===== src/rtl/sine_pkg.sv =====
// ============================================================================
// sine_pkg : shared types, default widths and threshold helpers
// Rev 1.0
// ============================================================================
`default_nettype none

package sine_pkg;

  typedef logic [15:0] int16_t;

  typedef enum logic [2:0] {
    IDLE = 3'd0,
    ARM  = 3'd1,
    SYNC = 3'd2,
    MEAS = 3'd3,
    DONE = 3'd4
  } state_t;

  localparam int DATA_W_DEF = 16;
  localparam int CNT_W_DEF  = 24;

  // Upper threshold clamped to the all-ones value of a w-bit sample.
  function automatic logic [31:0] sat_hi(input logic [31:0] t, input logic [31:0] h, input int w);
    logic [32:0] s;
    logic [32:0] m;
    s = {1'b0, t} + {1'b0, h};
    m = (33'd1 << w) - 33'd1;
    return (s > m) ? m[31:0] : s[31:0];
  endfunction

  function automatic logic [31:0] sat_lo(input logic [31:0] t, input logic [31:0] h);
    return (t > h) ? (t - h) : 32'd0;
  endfunction

endpackage

`default_nettype wire


===== src/rtl/crossing_det.sv =====
// ============================================================================
// crossing_det : hysteresis comparator with re-arm flag
// Rev 1.0
// ============================================================================
`default_nettype none

module crossing_det #(
  parameter int DATA_W = 16
) (
  input  logic              clk,
  input  logic              rst_n,
  input  logic              i_valid,
  input  logic              i_clr,
  input  logic [DATA_W-1:0] i_data,
  input  logic [DATA_W-1:0] i_hi,
  input  logic [DATA_W-1:0] i_lo,
  output logic              o_rise,
  output logic              o_below_lo
);

  logic r_armed;

  assign o_below_lo = i_valid && (i_data <= i_lo);
  assign o_rise     = i_valid && r_armed && (i_data >= i_hi);

  // A rise consumes the arm even if the same sample is also below lo (zero band).
  always_ff @(posedge clk or negedge rst_n) begin
    if (!rst_n) begin
      r_armed <= 1'b0;
    end else if (i_clr) begin
      r_armed <= 1'b0;
    end else if (o_rise) begin
      r_armed <= 1'b0;
    end else if (o_below_lo) begin
      r_armed <= 1'b1;
    end
  end

endmodule

`default_nettype wire


===== src/rtl/sine_analyzer.sv =====
// ============================================================================
// sine_analyzer : min/max/mid/amplitude/period monitor for a sine sample stream
// Optional: SINE_ANALYZER_CONT_EN selects continuous re-arming after each window.
// Rev 1.0
// ============================================================================
`default_nettype none

module sine_analyzer
  import sine_pkg::*;
#(
  parameter int DATA_W      = DATA_W_DEF,
  parameter int CNT_W       = CNT_W_DEF,
  parameter int HYST        = 16,
  parameter int NUM_PERIODS = 4
) (
  input  logic              clk,
  input  logic              rst_n,
  input  logic              s_valid,
  input  logic [DATA_W-1:0] s_data,
  input  logic [DATA_W-1:0] thresh,
  input  logic              start,
  output logic              busy,
  output logic              done,
  output logic              err,
  output logic [DATA_W-1:0] meas_max,
  output logic [DATA_W-1:0] meas_min,
  output logic [DATA_W-1:0] meas_mid,
  output logic [DATA_W-1:0] meas_ampl,
  output logic [CNT_W-1:0]  meas_period
);

  localparam int                PC_W     = $clog2(NUM_PERIODS) + 1;
  localparam int                c_LOG2NP = $clog2(NUM_PERIODS);
  localparam logic [CNT_W-1:0]  c_TLAST  = {CNT_W{1'b1}} - CNT_W'(1);
  localparam logic [PC_W-1:0]   c_PLAST  = PC_W'(NUM_PERIODS - 1);
`ifdef SINE_ANALYZER_CONT_EN
  localparam state_t            c_AFTER_DONE = ARM;
  localparam bit                c_CONT       = 1'b1;
`else
  localparam state_t            c_AFTER_DONE = IDLE;
  localparam bit                c_CONT       = 1'b0;
`endif

  state_t              r_state, w_next;
  logic [DATA_W-1:0]   r_hi, r_lo, r_max, r_min;
  logic [CNT_W-1:0]    r_tcnt, r_total;
  logic [PC_W-1:0]     r_pcnt;
  logic                r_err;
  logic                w_rise, w_below, w_active, w_to, w_fin, w_clr;
  logic [DATA_W:0]     w_sum;
  logic [DATA_W-1:0]   w_diff;

  assign w_active = s_valid && (r_state == ARM || r_state == SYNC || r_state == MEAS);
  assign w_to     = w_active && (r_tcnt == c_TLAST);
  assign w_fin    = (r_state == MEAS) && w_rise && (r_pcnt == c_PLAST);
  assign w_clr    = (r_state == IDLE) || (r_state == DONE);
  assign w_sum    = {1'b0, r_max} + {1'b0, r_min};
  assign w_diff   = r_max - r_min;
  assign err      = r_err;

  crossing_det #(.DATA_W(DATA_W)) u_cross (
    .clk        (clk),
    .rst_n      (rst_n),
    .i_valid    (s_valid),
    .i_clr      (w_clr),
    .i_data     (s_data),
    .i_hi       (r_hi),
    .i_lo       (r_lo),
    .o_rise     (w_rise),
    .o_below_lo (w_below)
  );

  always_ff @(posedge clk or negedge rst_n) begin
    if (!rst_n) r_state <= IDLE;
    else        r_state <= w_next;
  end

  // The arm flag is set by the ARM-state low sample, so the SYNC crossing is simply a rise.
  always_comb begin
    w_next = r_state;
    case (r_state)
      IDLE: if (start) w_next = ARM;
      ARM:  if (w_to) w_next = DONE; else if (w_below) w_next = SYNC;
      SYNC: if (w_to) w_next = DONE; else if (w_rise) w_next = MEAS;
      MEAS: if (w_fin || w_to) w_next = DONE;
      DONE: w_next = c_AFTER_DONE;
      default: w_next = IDLE;
    endcase
  end

  always_comb begin
    busy = (r_state != IDLE);
    done = (r_state == DONE);
  end

  always_ff @(posedge clk or negedge rst_n) begin
    if (!rst_n) begin
      r_hi        <= '0;
      r_lo        <= '0;
      r_tcnt      <= '0;
      r_err       <= 1'b0;
      r_max       <= '0;
      r_min       <= '0;
      r_total     <= '0;
      r_pcnt      <= '0;
      meas_max    <= '0;
      meas_min    <= '0;
      meas_mid    <= '0;
      meas_ampl   <= '0;
      meas_period <= '0;
    end else begin
      if (r_state == IDLE && start) begin
        r_hi   <= DATA_W'(sat_hi(32'(thresh), 32'(HYST), DATA_W));
        r_lo   <= DATA_W'(sat_lo(32'(thresh), 32'(HYST)));
        r_tcnt <= '0;
        r_err  <= 1'b0;
      end else if (r_state == DONE && c_CONT) begin
        r_tcnt <= '0;
        r_err  <= 1'b0;
      end else if (w_active) begin
        r_tcnt <= r_tcnt + CNT_W'(1);
      end

      if (w_to && !w_fin) r_err <= 1'b1;

      // The closing crossing sample starts the next period, so it is excluded here.
      if (r_state == SYNC && w_rise) begin
        r_max   <= s_data;
        r_min   <= s_data;
        r_total <= CNT_W'(1);
        r_pcnt  <= '0;
      end else if (r_state == MEAS && s_valid) begin
        if (w_fin) begin
          meas_max    <= r_max;
          meas_min    <= r_min;
          meas_mid    <= DATA_W'(w_sum >> 1);
          meas_ampl   <= w_diff >> 1;
          meas_period <= r_total >> c_LOG2NP;
        end else begin
          if (s_data > r_max) r_max <= s_data;
          if (s_data < r_min) r_min <= s_data;
          r_total <= r_total + CNT_W'(1);
          if (w_rise) r_pcnt <= r_pcnt + PC_W'(1);
        end
      end
    end
  end

endmodule

`default_nettype wire


===== config.mk =====
export PLATFORM = sky130hd
export DESIGN_NAME = sine_analyzer
export DESIGN_NICKNAME = d
export VERILOG_FILES = /design/src/rtl/sine_pkg.sv /design/src/rtl/crossing_det.sv /design/src/rtl/sine_analyzer.sv
export SDC_FILE = /design/constraint.sdc
export NUM_CORES = 1
export LEC_CHECK = 0
export ABC_AREA = 1
export ABC_CLOCK_PERIOD_IN_PS = 2400
export CAP_MARGIN = 20
export CORE_ASPECT_RATIO = 0.5
export CORE_UTILIZATION = 40
export DETAILED_ROUTE_END_ITERATION = 7
export DONT_BUFFER_PORTS = 1
export PLACE_DENSITY = 0.51
export SKIP_CTS_REPAIR_TIMING = 1
export SYNTH_ARGS = -nofsm -noshare
export SYNTH_HDL_FRONTEND = slang
export SYNTH_SLANG_ARGS = --single-unit
export TNS_END_PERCENT = 50

===== constraint.sdc =====
create_clock -name clk -period 2.4 [get_ports clk]
set_input_delay 0.24 -clock clk [delete_from_list [all_inputs] [get_ports clk]]
set_output_delay 0.24 -clock clk [all_outputs]
set_load 0.05 [all_outputs]

==> results of run 1 <==
-- flip-flops by register name (all words and copies together), names as in the netlist --
| signal | flops |
|---|---|
| err | 1 |
| meas_ampl | 15 |
| meas_max | 16 |
| meas_mid | 16 |
| meas_min | 16 |
| meas_period | 22 |
| r_hi | 16 |
| r_lo | 16 |
| r_max | 16 |
| r_min | 16 |
| r_pcnt | 3 |
| r_state | 3 |
| r_tcnt | 24 |
| r_total | 24 |
| u_cross.r_armed | 1 |
-- routing by layer --
| metal | share of wire (%) | vias up |
|---|---|---|
| li1 | - | 5429 |
| met1 | 48 | 5187 |
| met2 | 46 | 195 |
| met3 | 4.1 | 43 |
| met4 | 1.8 | 0 |
| met5 | 0 | - |
-- cell type report --
cell class | instances | area, sq um | share of cell area [%]
Sequential cell | 205 | 5130 | 35.6
Clock buffer | 33 | 651 | 4.52
Timing Repair Buffer | 65 | 666 | 4.62
Clock inverter | 4 | 51.3 | 0.356
Inverter | 198 | 743 | 5.16
Tap cell | 423 | 529 | 3.68
Multi-Input combinational cell | 1204 | 6630 | 46.0
-- cells by family after synthesis --
family / Yosys count
AO/OA/AOI/OAI: 258
XOR/XNOR: 53
adder cells (fa/ha/maj): 103
buffers and inverters: 257
flip-flops: 205
other: 1
AND/OR/NAND/NOR: 787
-- path summary, 6_finish.rpt --
check,from,end,depth (start not counted)
min in group clk,s_valid,r_state[0],3
max in group asynchronous,rst_n,r_tcnt[19],0
min,rst_n,meas_period[1],0
max,r_max[14],r_max[1],12
min reg2reg,r_pcnt[2],r_pcnt[2],2
max reg2reg,r_max[14],r_max[1],12
-- power by group through the flow --
| stage | registers, mW | logic, mW | clock network [mW] |
|---|---|---|---|
| after detailed placement | 5.13 | 7.31 | 0 |
| after global placement | 5.09 | 7.22 | 0 |
| after global routing | 5.17 | 8.45 | 3.64 |
| after CTS | 5.07 | 7.34 | 3.52 |
| after floorplan | 4.99 | 5.16 | 0 |
| final | 5.08 | 7.46 | 3.43 |
-- cells in the final DEF, fill, tap and decap left out, types with 23 or more instances in the layout --
cell,synthesis,routed
o21ai_1,33,33
xor2_1,47,47
nand4_1,24,24
inv_1,190,190
nand3_1,100,100
dfrtp_1,205,204
buf_4,7,29
a21oi_1,77,77
nor2_1,99,99
clkbuf_16,0,23
ha_1,101,100
nand2_1,490,488
nor3_1,33,33
o21ai_0,96,96
dlygate4sd3_1,0,29
-- critical path, cell delays in order (launching register included) --
cell and delay [ns]:
dfrtp_1 0.35, inv_1 0.09, ha_1 0.28, nand2_1 0.11, nor4_2 0.34, buf_4 0.17, nand2_1 0.07, nand2_1 0.06
nand2_1 0.08, o21ai_4 0.15, buf_4 0.27, nand3_1 0.10, nand2_1 0.08
-- stage by stage --
stage | cells | instance area [sq um] | setup TNS, ns | total power [mW]
floorplan | 1666 | 12800 | 0 | 10.1
global placement | 2060 | 13300 | 0 | 12.3
detailed placement | 2060 | 13300 | 0 | 12.4
CTS | 2097 | 14000 | 0 | 15.9
global route | 2132 | 14400 | -0.00959 | 17.3
finish | 2132 | 14400 | 0 | 16.0
==> metrics.txt, run 1 <==
status=finished with violations; violated checks=negative hold slack; 1st-iter DRT viols=722; row cnt=45; H-tree Lvls=1; Worst Path Arrival=2.68 ns; R2R Setup Slk=0.16 ns; antenna violations before repair=0; Ant. Diodes=0; wire per inst=17.1 um; Post-synth EDFFs=0; DP HPWL=26100 um; post-synthesis xor/xnor area fraction=3.63%; Synth Area in Adders=10.2%; syn avg cell area=7.69 sq um; clock power share=21.4%; clock transition at the registers of the reported paths=0.07 ns; yosys warns=0; # fillers=3163; # setup viols final=0; # IOs=127; final core occ=46.7%; I/O Buffers=0; met1 usage=29.9%; met3 usage=3.34%; area share of the leading cell type in the synthesized netlist=40.1%; Worst Setup Start Kind=flip-flop; CP required=2.85 ns; gr busiest metal=met2; Final WS setup=0.164 ns; final wirelength=36600 um; Core Region=0.0309 sq mm; Internal=8.83 mW; sequential-to-total area share from yosys stat=40.1%; Pre-antenna DRT Iters=5; Comb power frac=46.7%; top cells by count, synth=nand2_1 (490), dfrtp_1 (205), inv_1 (190), ha_1 (101), nand3_1 (100); Simple-Gate Fraction of Synth Area=26.4%; max_slew headroom=48.6%; largest cells by area after synthesis=dfrtp_1 (40%), nand2_1 (14%), ha_1 (9.9%); main combinational cell family by area after synthesis=simple AND/OR/NAND/NOR gates; synthesized area=0.0128 sq mm; Die W=255 um; Overflow after GRT=0; Worst Path Max Fanout=16; Mapped Cells=1664; top_reg_cell synth=dfrtp_1; Post-synth ARST share=100%; Hold WC Path Type=in -> async; Tmin final=2.24 ns; Compound-Gate Fraction of Synth Area=11.3%; pwr dens=1110 mW/mm^2; DIE AREA=0.0327 sq mm; Max VDD drop=0.000537 V; first-pass GRT wire length=55900 um; worst slack at placement=0.0546 ns; Routability Congestion=0.912; max frequency=447 MHz; final hold viol count=207; clk buf depth=3; post-route DRC violation count=0; share of layout cells above drive strength 1=7.26%; # Max-Cap Violations=0; Psw=7.14 mW; final slew viol count=0; clock latency on the worst-skew pair=0.52 ns; Initial Utilization=41.5%; Setup CP Type=reg -> reg; Synth cell types=53; Tcrit/Tclk final=93.2%; Sw Ratio=44.7%; number of global-route vias before repair=10300; FF+latch count, synth=205; met2 Usage GRT=35.9%; clk_skew=0.0172 ns; Die Span Y=128 um; via count=10900; CTS tree=done; Leak Pwr=7.35 nW; Seq pwr share=31.8%; Final ANT Viol Nets=0; Synth area leader=dfrtp_1; most numerous cell in the Yosys netlist=nand2_1; TritonCTS Buffers=21; clk sink count=205; hold slack=-0.579 ns; root buffer cell=clkbuf_16; DR vias/cell=5.09; CP endpoint kind=flip-flop; mux share of post-synthesis cell area=0%; Final #Nets=1834; area grow syn2layout=12.6%; largest net degree at the start of global routing=206; overall routing resource usage=21.6%; Tightest Pin Transition=0.770 ns
No activity file was read; power rests on OpenSTA's default activity.
==> run 2, diff against run 1 <==
ABC_CLOCK_PERIOD_IN_PS = not set   (was 2400)
==> results of run 2 <==
Final layout, timing and power as in run 1 (identical DEF).
==> patch (flow settings as in run 1) <==
Build with the macro `SINE_ANALYZER_CONT_EN` defined.
--- a/src/rtl/sine_analyzer.sv
+++ b/src/rtl/sine_analyzer.sv
@@ -4,6 +4,8 @@
 // Rev 1.0
 // ============================================================================
 `default_nettype none
+
+`define SINE_ANALYZER_CONT_EN
 
 module sine_analyzer
   import sine_pkg::*;
Function: no difference found for any inputs over 4 cycles, from zero or initial values and one cycle with rst_n low; that may be too few to reach the edited logic, so the function may still have changed.
==> patch against run 1 <==
- final area grew 1.5%
- power rose by 0.21%
- area after synthesis down 0.97%
- hold slack got worse by 0.0021 ns
- first-iteration DRC count grew 2.2%
- setup slack lost 0.032 ns
- sequential cell count unchanged
- wire length decreased by 1.0%
- critical path type unchanged
- the flow still finishes with violations (negative hold slack)
==> patch: results (changes against run 1) <==
Fin cells -> 2,159 (was 2,132)
FF/Latch Area -> 0.005130 sq mm (was 0.005131 sq mm)
Synth Area in Compound Gates -> 0.1172 (was 0.1130)
Number of non-clock inverters in the layout -> 212 (was 198)
Clock buffers -> 32 (was 33)
Clk_skew -> 0.01227 ns (was 0.01723 ns)
Fillers -> 3,095 (was 3,163)
Multi-input gate share of the layout cell area -> 0.4482 (was 0.4602)
Proportion of power drawn by combinational gates -> 0.464 (was 0.467)
Post-synth top cells -> 457 x nand2_1, 205 x dfrtp_1, 204 x inv_1 (was 490 x nand2_1, 205 x dfrtp_1, 190 x inv_1)
Fraction of layout cells with a size suffix above 1 -> 0.07373 (was 0.07256)
Seq pwr -> 5.08 mW (about the same)
Worst IR Drop VDD -> 0.3962 mV (was 0.5369 mV)
#MultiIn Comb -> 1,196 (was 1,204)
Reg2reg setup slack -> 0.13 ns (was 0.16 ns)
Vias in the first global route -> 10,380 (was 10,310)
Gr usage total -> 0.2146 (was 0.2157)
Leakage Power -> 7.339 nW (was 7.349 nW)
Detailed placer's ending HPWL -> 26.01 mm (was 26.12 mm)
WL per Instance -> 16.76 microns (was 17.15 microns)
Register area share after synthesis -> 0.4050 (was 0.4011)
Vias after detailed routing -> 11,030 (was 10,850)
Clk cell area share -> 0.04993 (was 0.04876)
Non-clock buffer instance count of the final layout -> 86 (was 65)
Final #Nets -> 1,862 (was 1,834)
Core ar. -> 0.03074 sq mm (was 0.03085 sq mm)
Critical Path Start -> r_max[3] (was r_max[14])
Ys Warns -> 0 (unchanged)
DRT Pass-1 Iters -> 7 (was 5)
Yosys cell types -> 49 (was 53)
Xor/xnor share of the synthesized area -> 0.03734 (was 0.03629)
Top cells by area, synth -> dfrtp_1 40%, nand2_1 14%, ha_1 10% (was dfrtp_1 40%, nand2_1 14%, ha_1 9.9%)
Crit path max fanout -> 12 (was 16)
Arrival @ worst endpoint -> 2.73 ns (was 2.68 ns)
Dpl cells -> 2,080 (was 2,060)
Capture point of the worst path -> r_max[0] (was r_max[1])
Critical path class -> reg2reg (unchanged)
Internal power -> 8.891 mW (was 8.829 mW)
GPL Wtd Cong -> 0.9027 (was 0.9123)
DRT iter0 DRCs -> 738 (was 722)
Violated checks -> negative hold slack (unchanged)
Synth Area in Adders -> 0.1029 (was 0.1019)
# diodes -> 0 (unchanged)
Worst-Margin Slew -> 0.7330 ns (was 0.7696 ns)
Final Hold Fails -> 206 (was 207)
Buffering overhead -> 0.05995 (was 0.04624)
Hold Slack -> -0.5807 ns (was -0.5786 ns)
Clk Tree Root Cell -> clkbuf_16 (unchanged)
First-pass GRT wire length -> 55.59 mm (was 55.88 mm)
Worst reg2reg path depth -> 13 (was 12)
Total CTS buffers -> 22 (was 21)
Dpl cell area -> 0.01331 sq mm (was 0.01329 sq mm)
Status -> complete, but fails checks (unchanged)
Initial antenna violation count -> 0 (unchanged)
Syn avg cell area -> 7.585 sq um (was 7.687 sq um)
[patch: cell count changes in the layout (fill, tap and decap cells not counted), moves of 5 or more]
cell,run 1,this run
buf_4,29,44
a31oi_1,1,6
nor2_1,99,105
nand2_1,488,453
o21ai_1,33,89
o21ai_0,96,65
o21ai_2,11,1
inv_1,190,203
nand3_1,100,113
[patch: worst min-delay path by stage]
stage / slack, ns / from / to
after floorplan: -0.06 / rst_n / err
after global placement: -0.05 / rst_n / meas_period[4]
after detailed placement: -0.05 / rst_n / meas_period[4]
after CTS: -0.61 / rst_n / meas_period[3]
after global routing: -0.62 / rst_n / meas_period[3]
final: -0.58 / rst_n / meas_ampl[0]
[patch: per-stage QoR]
stage          worst slack, ns  power [mW]
2_1_floorplan           0.2852       9.906
3_3_place_gp            0.1472       12.02
3_5_place_dp            0.1052       12.18
4_1_cts                0.09794       15.74
5_1_grt               -0.02367       17.27
6_report                0.1327       16.00
[patch: metal layers]
metal / vias up / share of wire / track usage
met4: 0 / 0.018 / 0.03614
met2: 235 / 0.45 / 0.3484
met5: - / 0 / 0
li1: 5535 / - / -
met1: 5218 / 0.49 / 0.3063
met3: 45 / 0.043 / 0.03289
[patch: kinds of logic after synthesis]
kind of cell               after synthesis
and+or+nand+nor                        760
AOI/OAI and AO/OA                      276
buffers and inverters                  271
DFF                                    205
adders and majority gates              103
xor gates and xnor gates                54
other                                    1
[patch: critical path, cell delays in order (launching register included)]
cell and delay (ns):
dfrtp_1 0.47, inv_1 0.10, ha_1 0.31, nand2_1 0.07, o21ai_0 0.25, nand2_1 0.08
nand2_1 0.09, nand2_1 0.06, nand2_1 0.06, nand2_1 0.07, o21ai_4 0.22, buf_4 0.24
nand3_1 0.10, nand2_1 0.08
